**config.mk**
```make
export PLATFORM = sky130hd
export DESIGN_NAME = piso_tx_arbiter
export DESIGN_NICKNAME = d
export VERILOG_FILES = /design/src/rtl/piso_tx_pkg.sv /design/src/rtl/piso_rr_arbiter.sv /design/src/rtl/piso_tx_arbiter.sv
export SDC_FILE = /design/constraint.sdc
export NUM_CORES = 1
export LEC_CHECK = 0
export BUFFER_PORTS_ARGS = -buffer_cell sky130_fd_sc_hd__buf_4
export CAP_MARGIN = 20
export CORE_MARGIN = 4
export CORE_UTILIZATION = 35
export DETAILED_ROUTE_END_ITERATION = 12
export SYNTH_ARGS = -nofsm -noshare
export SYNTH_HDL_FRONTEND = slang
export SYNTH_SLANG_ARGS = --single-unit
```
**constraint.sdc**
```tcl
create_clock -name clk -period 2.15 [get_ports clk]
set_input_delay 0.1075 -clock clk [delete_from_list [all_inputs] [get_ports clk]]
set_output_delay 0.1075 -clock clk [all_outputs]
set_load 0.005 [all_outputs]
```
**src/rtl/piso_tx_pkg.sv**
```systemverilog
// rtl/piso_tx_pkg.sv - shared types, defaults and parity helper for piso_tx_arbiter
package piso_tx_pkg;

    localparam int NREQ_DEF  = 4;
    localparam int WIDTH_DEF = 4;

    typedef enum logic [1:0] {
        ST_IDLE   = 2'd0,
        ST_SHIFT  = 2'd1,
        ST_PARITY = 2'd2
    } state_t;

    // Even parity bit: makes the total count of ones (word + bit) even.
    function automatic logic even_parity(input logic [63:0] word);
        return ^word;
    endfunction

endpackage

```
**src/rtl/piso_rr_arbiter.sv**
```systemverilog
// rtl/piso_rr_arbiter.sv - combinational round-robin pick starting after the last winner
module piso_rr_arbiter #(
    parameter int NREQ  = 4,
    parameter int IDX_W = $clog2(NREQ)
) (
    input  logic [NREQ-1:0]  req,
    input  logic [IDX_W-1:0] last,
    output logic             gnt_valid,
    output logic [IDX_W-1:0] gnt_idx
);

    logic [IDX_W-1:0] idx;

    // Walk from the farthest candidate back to last+1 so the nearest active request wins.
    always_comb begin
        gnt_valid = 1'b0;
        gnt_idx   = '0;
        idx       = '0;
        for (int i = NREQ; i >= 1; i--) begin
            idx = IDX_W'((int'(last) + i) % NREQ);
            if (req[idx]) begin
                gnt_valid = 1'b1;
                gnt_idx   = idx;
            end
        end
    end

endmodule

```
**src/rtl/piso_tx_arbiter.sv**
```systemverilog
// rtl/piso_tx_arbiter.sv - round-robin shared PISO shifter; PISO_TX_PARITY_EN appends an even-parity bit
module piso_tx_arbiter
    import piso_tx_pkg::*;
#(
    parameter int NREQ  = NREQ_DEF,
    parameter int WIDTH = WIDTH_DEF
) (
    input  logic                     clk,
    input  logic                     rst,
    input  logic [NREQ-1:0]          req,
    input  logic [NREQ*WIDTH-1:0]    data,
    input  logic                     shift_en,
    output logic [NREQ-1:0]          ack,
    output logic [$clog2(NREQ)-1:0]  grant_id,
    output logic                     serial_out,
    output logic                     frame_valid,
    output logic                     busy
);

    localparam int IDX_W = $clog2(NREQ);
    localparam int CNT_W = $clog2(WIDTH);
    localparam logic [CNT_W-1:0] LAST_BIT = CNT_W'(WIDTH - 1);
    localparam logic [IDX_W-1:0] LAST_RST = IDX_W'(NREQ - 1);

    state_t             state_q, state_d;
    logic [WIDTH-1:0]   shift_q, shift_d;
    logic [CNT_W-1:0]   bitcnt_q, bitcnt_d;
    logic [IDX_W-1:0]   last_q, last_d;
    logic [IDX_W-1:0]   grant_q, grant_d;
    logic [NREQ-1:0]    ack_q, ack_d;
`ifdef PISO_TX_PARITY_EN
    logic               parity_q, parity_d;
`endif

    logic               gnt_valid;
    logic [IDX_W-1:0]   gnt_idx;
    logic [WIDTH-1:0]   words [NREQ];

    for (genvar g = 0; g < NREQ; g++) begin : g_words
        assign words[g] = data[g*WIDTH +: WIDTH];
    end

    piso_rr_arbiter #(
        .NREQ  (NREQ),
        .IDX_W (IDX_W)
    ) u_arb (
        .req       (req),
        .last      (last_q),
        .gnt_valid (gnt_valid),
        .gnt_idx   (gnt_idx)
    );

    // State register; reset returns to IDLE and drops any frame in flight.
    always_ff @(posedge clk) begin
        if (rst) state_q <= ST_IDLE;
        else     state_q <= state_d;
    end

    // Next state and datapath: capture in IDLE, shift on shift_en, exit after the last bit.
    always_comb begin
        state_d  = state_q;
        shift_d  = shift_q;
        bitcnt_d = bitcnt_q;
        last_d   = last_q;
        grant_d  = grant_q;
        ack_d    = '0;
`ifdef PISO_TX_PARITY_EN
        parity_d = parity_q;
`endif
        case (state_q)
            ST_IDLE: begin
                if (gnt_valid) begin
                    shift_d        = words[gnt_idx];
                    bitcnt_d       = '0;
                    last_d         = gnt_idx;
                    grant_d        = gnt_idx;
                    ack_d[gnt_idx] = 1'b1;
`ifdef PISO_TX_PARITY_EN
                    parity_d       = even_parity(64'(words[gnt_idx]));
`endif
                    state_d        = ST_SHIFT;
                end
            end
            ST_SHIFT: begin
                if (shift_en) begin
                    shift_d  = {1'b0, shift_q[WIDTH-1:1]};
                    bitcnt_d = bitcnt_q + CNT_W'(1);
                    if (bitcnt_q == LAST_BIT) begin
`ifdef PISO_TX_PARITY_EN
                        state_d = ST_PARITY;
`else
                        state_d = ST_IDLE;
`endif
                    end
                end
            end
`ifdef PISO_TX_PARITY_EN
            ST_PARITY: begin
                if (shift_en) state_d = ST_IDLE;
            end
`endif
            default: state_d = ST_IDLE;
        endcase
    end

    // Datapath registers; the pointer resets so requester 0 wins the first tie.
    always_ff @(posedge clk) begin
        if (rst) begin
            shift_q  <= '0;
            bitcnt_q <= '0;
            last_q   <= LAST_RST;
            grant_q  <= '0;
            ack_q    <= '0;
`ifdef PISO_TX_PARITY_EN
            parity_q <= 1'b0;
`endif
        end else begin
            shift_q  <= shift_d;
            bitcnt_q <= bitcnt_d;
            last_q   <= last_d;
            grant_q  <= grant_d;
            ack_q    <= ack_d;
`ifdef PISO_TX_PARITY_EN
            parity_q <= parity_d;
`endif
        end
    end

    // Line driver: data bit while shifting, parity bit in PARITY, zero when idle.
    always_comb begin
        serial_out = 1'b0;
        case (state_q)
            ST_SHIFT:  serial_out = shift_q[0];
`ifdef PISO_TX_PARITY_EN
            ST_PARITY: serial_out = parity_q;
`endif
            default:   serial_out = 1'b0;
        endcase
    end

    assign frame_valid = (state_q != ST_IDLE);
    assign busy        = (state_q != ST_IDLE);
    assign ack         = ack_q;
    assign grant_id    = grant_q;

endmodule

```
* Yosys cells after proc, flatten, opt, wreduce, memory -nomap -nowiden *
Index checks and enable logic that the tools add are counted.

operators by class
  equality and inequality tests = 5
  order comparisons = 7
  $add $sub $neg = 5
  muxes and demuxes = 32
  reduce and logical (&&, ||, !) cells = 8
  bitwise gates (word level) = 3

operators by type and width
  operator                                                           number
  2-to-1 mux 2 bit                                                   9
  2-to-1 mux 4 bit                                                   4
  < comparator 2 x 3 -> 1 bit, second input constant                 5
  2-to-1 mux 1 bit                                                   10
  binary-select mux 1 bit (select 2 bit)                             4
  binary-select mux 4 bit (select 2 bit)                             1
  case mux 2 bit (2 select lines)                                    2
  case mux 4 bit (2 select lines)                                    1
  adder 2 x 1 -> 2 bit, second input constant                        3
  inequality test 2 bit, second input constant                       3
  AND reduction 3 bit                                                2
  adder 2 bit, second input constant                                 2
  nonzero test 2 bit                                                 2
  greater-or-equal comparator 3 bit, second input constant           1
  NOT 2 -> 3 bit                                                     1
  OR reduction 3 bit                                                 1
  demux 1 bit (select 2 bit)                                         1
  equality test 2 x 1 -> 1 bit, second input constant                1
  equality test 2 bit, second input constant                         1
  greater-or-equal comparator 2 x 1 -> 1 bit, second input constant  1
  zero test 2 bit                                                    1
  NOT 1 bit                                                          2
  AND reduction 2 bit                                                1
  logical AND 1 bit                                                  1

storage, ports and cells
  bits in registers = 16
  logic and storage cells = 66

* Longest topological paths before layout *
  word-level depth = 13
  depth in mapped cells = 6
  depth with buffers taken out = 5

* Cells and area by module *
Synthesis repeated with hierarchy kept, for this count alone.

second synthesis, totals
  cell total of the unflattened synthesis = 88
  area total of the unflattened synthesis = 795.8 sq um

modules (own cells, without submodules)
  module           instances  cells an instance  area an instance (sq um)
  piso_tx_arbiter  1          74                 704.4
  piso_rr_arbiter  1          14                 91.3

* Least setup slack after synthesis *
Ideal clock, no wire load.

  path kind = reg-to-reg
  from = register last_q[0]
  to = register shift_q[2]
  arrival time = 1,458 ps
  required time = 2,075 ps
  stages on the path, launching flop included = 7
  setup time = 75 ps
  period minus slack after synthesis = 1,533 ps
  slack = 617 ps
  path through = dfxtp_1 nand2b_1 a311oi_2 buf_6 mux2i_1 mux2_2 o22ai_2

between the ends
  longest elaborated chain between the ends = 13

ends and longest elaborated chain
  what                                                  RTL line                RTL
  start: declaration                                    piso_tx_arbiter.sv:28   logic [IDX_W-1:0] last_q, last_d;
  start signal: assignment                              piso_tx_arbiter.sv:120  last_q <= last_d;
  adder 2 x 1 -> 2 bit                                  piso_rr_arbiter.sv:20   idx = IDX_W'((int'(last) + i) % NREQ);
  binary-select mux 1 bit (select 2 bit)                piso_rr_arbiter.sv:21   if (req[idx]) begin
  2-to-1 mux 1 bit (not written as such)                piso_rr_arbiter.sv:21
  2-to-1 mux 2 bit (4 in series)                        piso_rr_arbiter.sv:21
  NOT 2 -> 3 bit (not written as such)                  piso_tx_arbiter.sv:73   shift_d = words[gnt_idx];
  binary-select mux 4 bit (select 2 bit)                piso_tx_arbiter.sv:73
  2-to-1 mux 4 bit (not written as such) (2 in series)  piso_tx_arbiter.sv:73
  2-to-1 mux 4 bit                                      piso_tx_arbiter.sv:72   if (gnt_valid) begin
  case mux 4 bit (2 select lines)                       piso_tx_arbiter.sv:70   case (state_q)
  end signal: assignment                                piso_tx_arbiter.sv:118  shift_q <= shift_d;
  end: declaration                                      piso_tx_arbiter.sv:26   logic [WIDTH-1:0] shift_q, shift_d;

Several ways; a longest one is shown, not always the timed one. The select of a mux whose other input is x is not followed.
A chain may end at the register's enable or synchronous reset.

* Final worst setup path *
  from = register last_q[0]
  to = register shift_q[0]

The elaborated chain is that of the path after synthesis.

==> results_dict.tcl <==
set metrics [dict create \
    status "completed" \
    diodes 0 \
    crit_cells 5 \
    synth-edff-count 0 \
    fill_cells 255 \
    coreArea_mm2 0.00245 \
    switching_share 0.290 \
    end_kind "register" \
    drt-initial-drc-count 11 \
    worst_ep_required_time_ns 2.38 \
    die_area_mm2 0.00344 \
    power_density_mw_per_mm2 569 \
    postCtsSetupBuffers 0 \
    wl_per_cell_um 13.0 \
    clk_latency_ns 0.29 \
    crit_family "compound AO/OA/AOI/OAI gates" \
    detail-route-antenna-nets 0 \
    arrival_ns 1.87 \
    worst_hold_path.num_cells 2 \
    clk_pin_slew_ns 0.10 \
    start_util 0.365 \
    crit_slowest_cell "a211o_1" \
    overflow 0 \
    place_hpwl_um 1620 \
    rows 18 \
    finalHoldViolations 0 \
    worst-path-buf-inv 0 \
    fmax_mhz 609 \
    routed_wl_um 2130 \
    irDropWorstVdd_mv 0.350 \
    vias_per_cell 5.18 \
    grt_first_pass_wirelength_um 3350 \
    synth_cell_type_count 37 \
    cp_slowest_stage_delay_ns 0.43 \
    drive_above_1_share 0.351 \
    path_class "register to register" \
    ys_warn_count 0 \
    fin_crit_ns 1.64 \
    area_delta_synth_final_pct 30.1 \
    synth_flop_cell "dfxtp_1" \
    hp-class "primary input to register" \
    dp.cells 160 \
    muxShareOfSynthArea 0.173 \
    fin_crit_sh 0.763 \
    cts_resized 0 \
    clock_sinks 15 \
    antenna_found_initial 0 \
    p_leak_nw 0.518 \
    cts_tree "yes" \
    grt_max_degree 26 \
    seqPwrFrac 0.480 \
    p_int_mw 0.472 \
    max-cap-violations 0 \
    report.final.slew_viol_count 0 \
    synthCells 105 \
    path_cells "nand2b_1, o21ai_0, a211o_1, mux2_4, a21oi_2" \
    hold_buffers 0 \
    synth_fp_nets 129 \
    final_common_cell "buf_4" \
    htree_levels 1 \
    synth_compound_area_frac 0.183 \
    seq_area_frac_synth 0.335 \
    reg2reg_depth 5 \
    fin_total_pwr_mw 0.665 \
    num_io_pins 32 \
    synth_fa_ha_area_frac 0.0139 \
    grt_pass1_vias 786 \
    fin_setup_tns_ns 0 \
    rsz0062_at_grt "no" \
    setup_viol_count_final 0 \
    cts_buffer_depth 2 \
    fp.dieW_um 58.6 \
    place.gp.congestion 0.901 \
    cts_buffers 3 \
    skew_ns 0.00586 \
    p_comb_frac 0.272 \
    ys_ff_latch 15 \
    syn_area_um2 897 \
    synth_simple_gate_area_frac 0.234 \
    cp-start-kind "register" \
    cts-root-buf "clkbuf_4" \
    num_vias 849 \
    fin_cells 164 \
    p_switching_mw 0.193 \
    drtPass1Iterations 4 \
    final_cell_mix "buf_4 (33), dfxtp_1 (15), nor2_1 (14)" \
    nNetsFinal 159 \
    maxSlewHeadroom 0.503 \
    syn_area_per_cell_um2 8.54 \
    dieHeight_um 58.6 \
    async_flop_share 0 \
    grt_util_all_layers 0.124 \
    io_buffers 31 \
    worst-path-max-fanout 8 \
    synth-xor-area-share 0.00976 \
    worst_pin_slew_ns 0.744 \
    synth_top_family_by_area "simple AND/OR/NAND/NOR gates" \
    drc 0 \
    pwr-share-clk 0.248 \
]
## per-stage QoR
step	hold slack [ns]	worst slack, ns	util	cell area (um^2)
floorplan	0.282	0.617	-	897
global placement	0.389	0.587	0.464	1140
detailed placement	0.402	0.534	0.464	1140
CTS	0.0832	0.502	0.476	1170
global route	0.0927	0.392	0.476	1170
finish	0.0880	0.509	0.476	1170
## flip-flops by register name, summed over array words and instances, names as in the netlist
| name | count |
|---|---|
| ack | 4 |
| bitcnt_q | 2 |
| grant_id | 2 |
| last_q | 2 |
| shift_q | 4 |
| state_q | 1 |
## path summary, 6_finish.rpt
check	startpoint	endpoint	slack, ns
max	last_q[0]$_SDFFE_PP1P_	shift_q[0]$_SDFFE_PP0P_	0.51
min	rst	grant_id[1]$_SDFFE_PP0P_	0.09
max reg2reg	last_q[0]$_SDFFE_PP1P_	shift_q[0]$_SDFFE_PP0P_	0.51
min reg2reg	grant_id[1]$_SDFFE_PP0P_	grant_id[1]$_SDFFE_PP0P_	0.49
## metal layers
layer	up-vias	global-route usage	part of all wire
li1	433	-	-
met1	395	0.143	0.41
met3	2	0.0439	0.069
met5	-	0	0
met2	19	0.220	0.52
met4	0	0.0291	0.0071
## cell type report
type                    instances  area, um^2  share of cell area
multi-input cells              81         551               0.472
flip-flops and latches         15         300               0.257
repair buffers                 33         248               0.212
well taps                      30        37.5              0.0322
clock buffers                   3        22.5              0.0193
clock inverters                 1        5.00             0.00429
inverters                       1        3.75             0.00322
## logic make-up after synthesis
logic type                 Yosys count
xor gates and xnor gates             1
AOI/OAI and AO/OA                   22
adders and majority gates            1
DFF                                 15
buffers and inverters                9
and+or+nand+nor                     43
muxes                               14
## synthesized netlist by cell type, types with 2 or more instances
library cell	instances	share of area
nor2_1	14	0.059
a221o_1	2	0.022
mux2_4	2	0.033
nor3_1	5	0.028
nor2b_1	4	0.028
nand2b_1	3	0.021
nand2_1	8	0.033
o21ai_0	4	0.022
a21oi_1	5	0.028
a221oi_1	2	0.020
mux2_2	4	0.050
dfxtp_1	15	0.33
a21oi_2	2	0.020
and2_1	2	0.014
clkbuf_1	4	0.017
mux2i_1	8	0.089
## power by group through the flow
stage / clock, mW / combinational, mW / sequential [mW]
detailed placement: 0 / 0.182 / 0.326
global placement: 0 / 0.178 / 0.325
finish: 0.165 / 0.181 / 0.319
global route: 0.179 / 0.198 / 0.323
CTS: 0.172 / 0.183 / 0.320
floorplan: 0 / 0.122 / 0.318
Note: power is estimated with default switching activity, not from simulation.
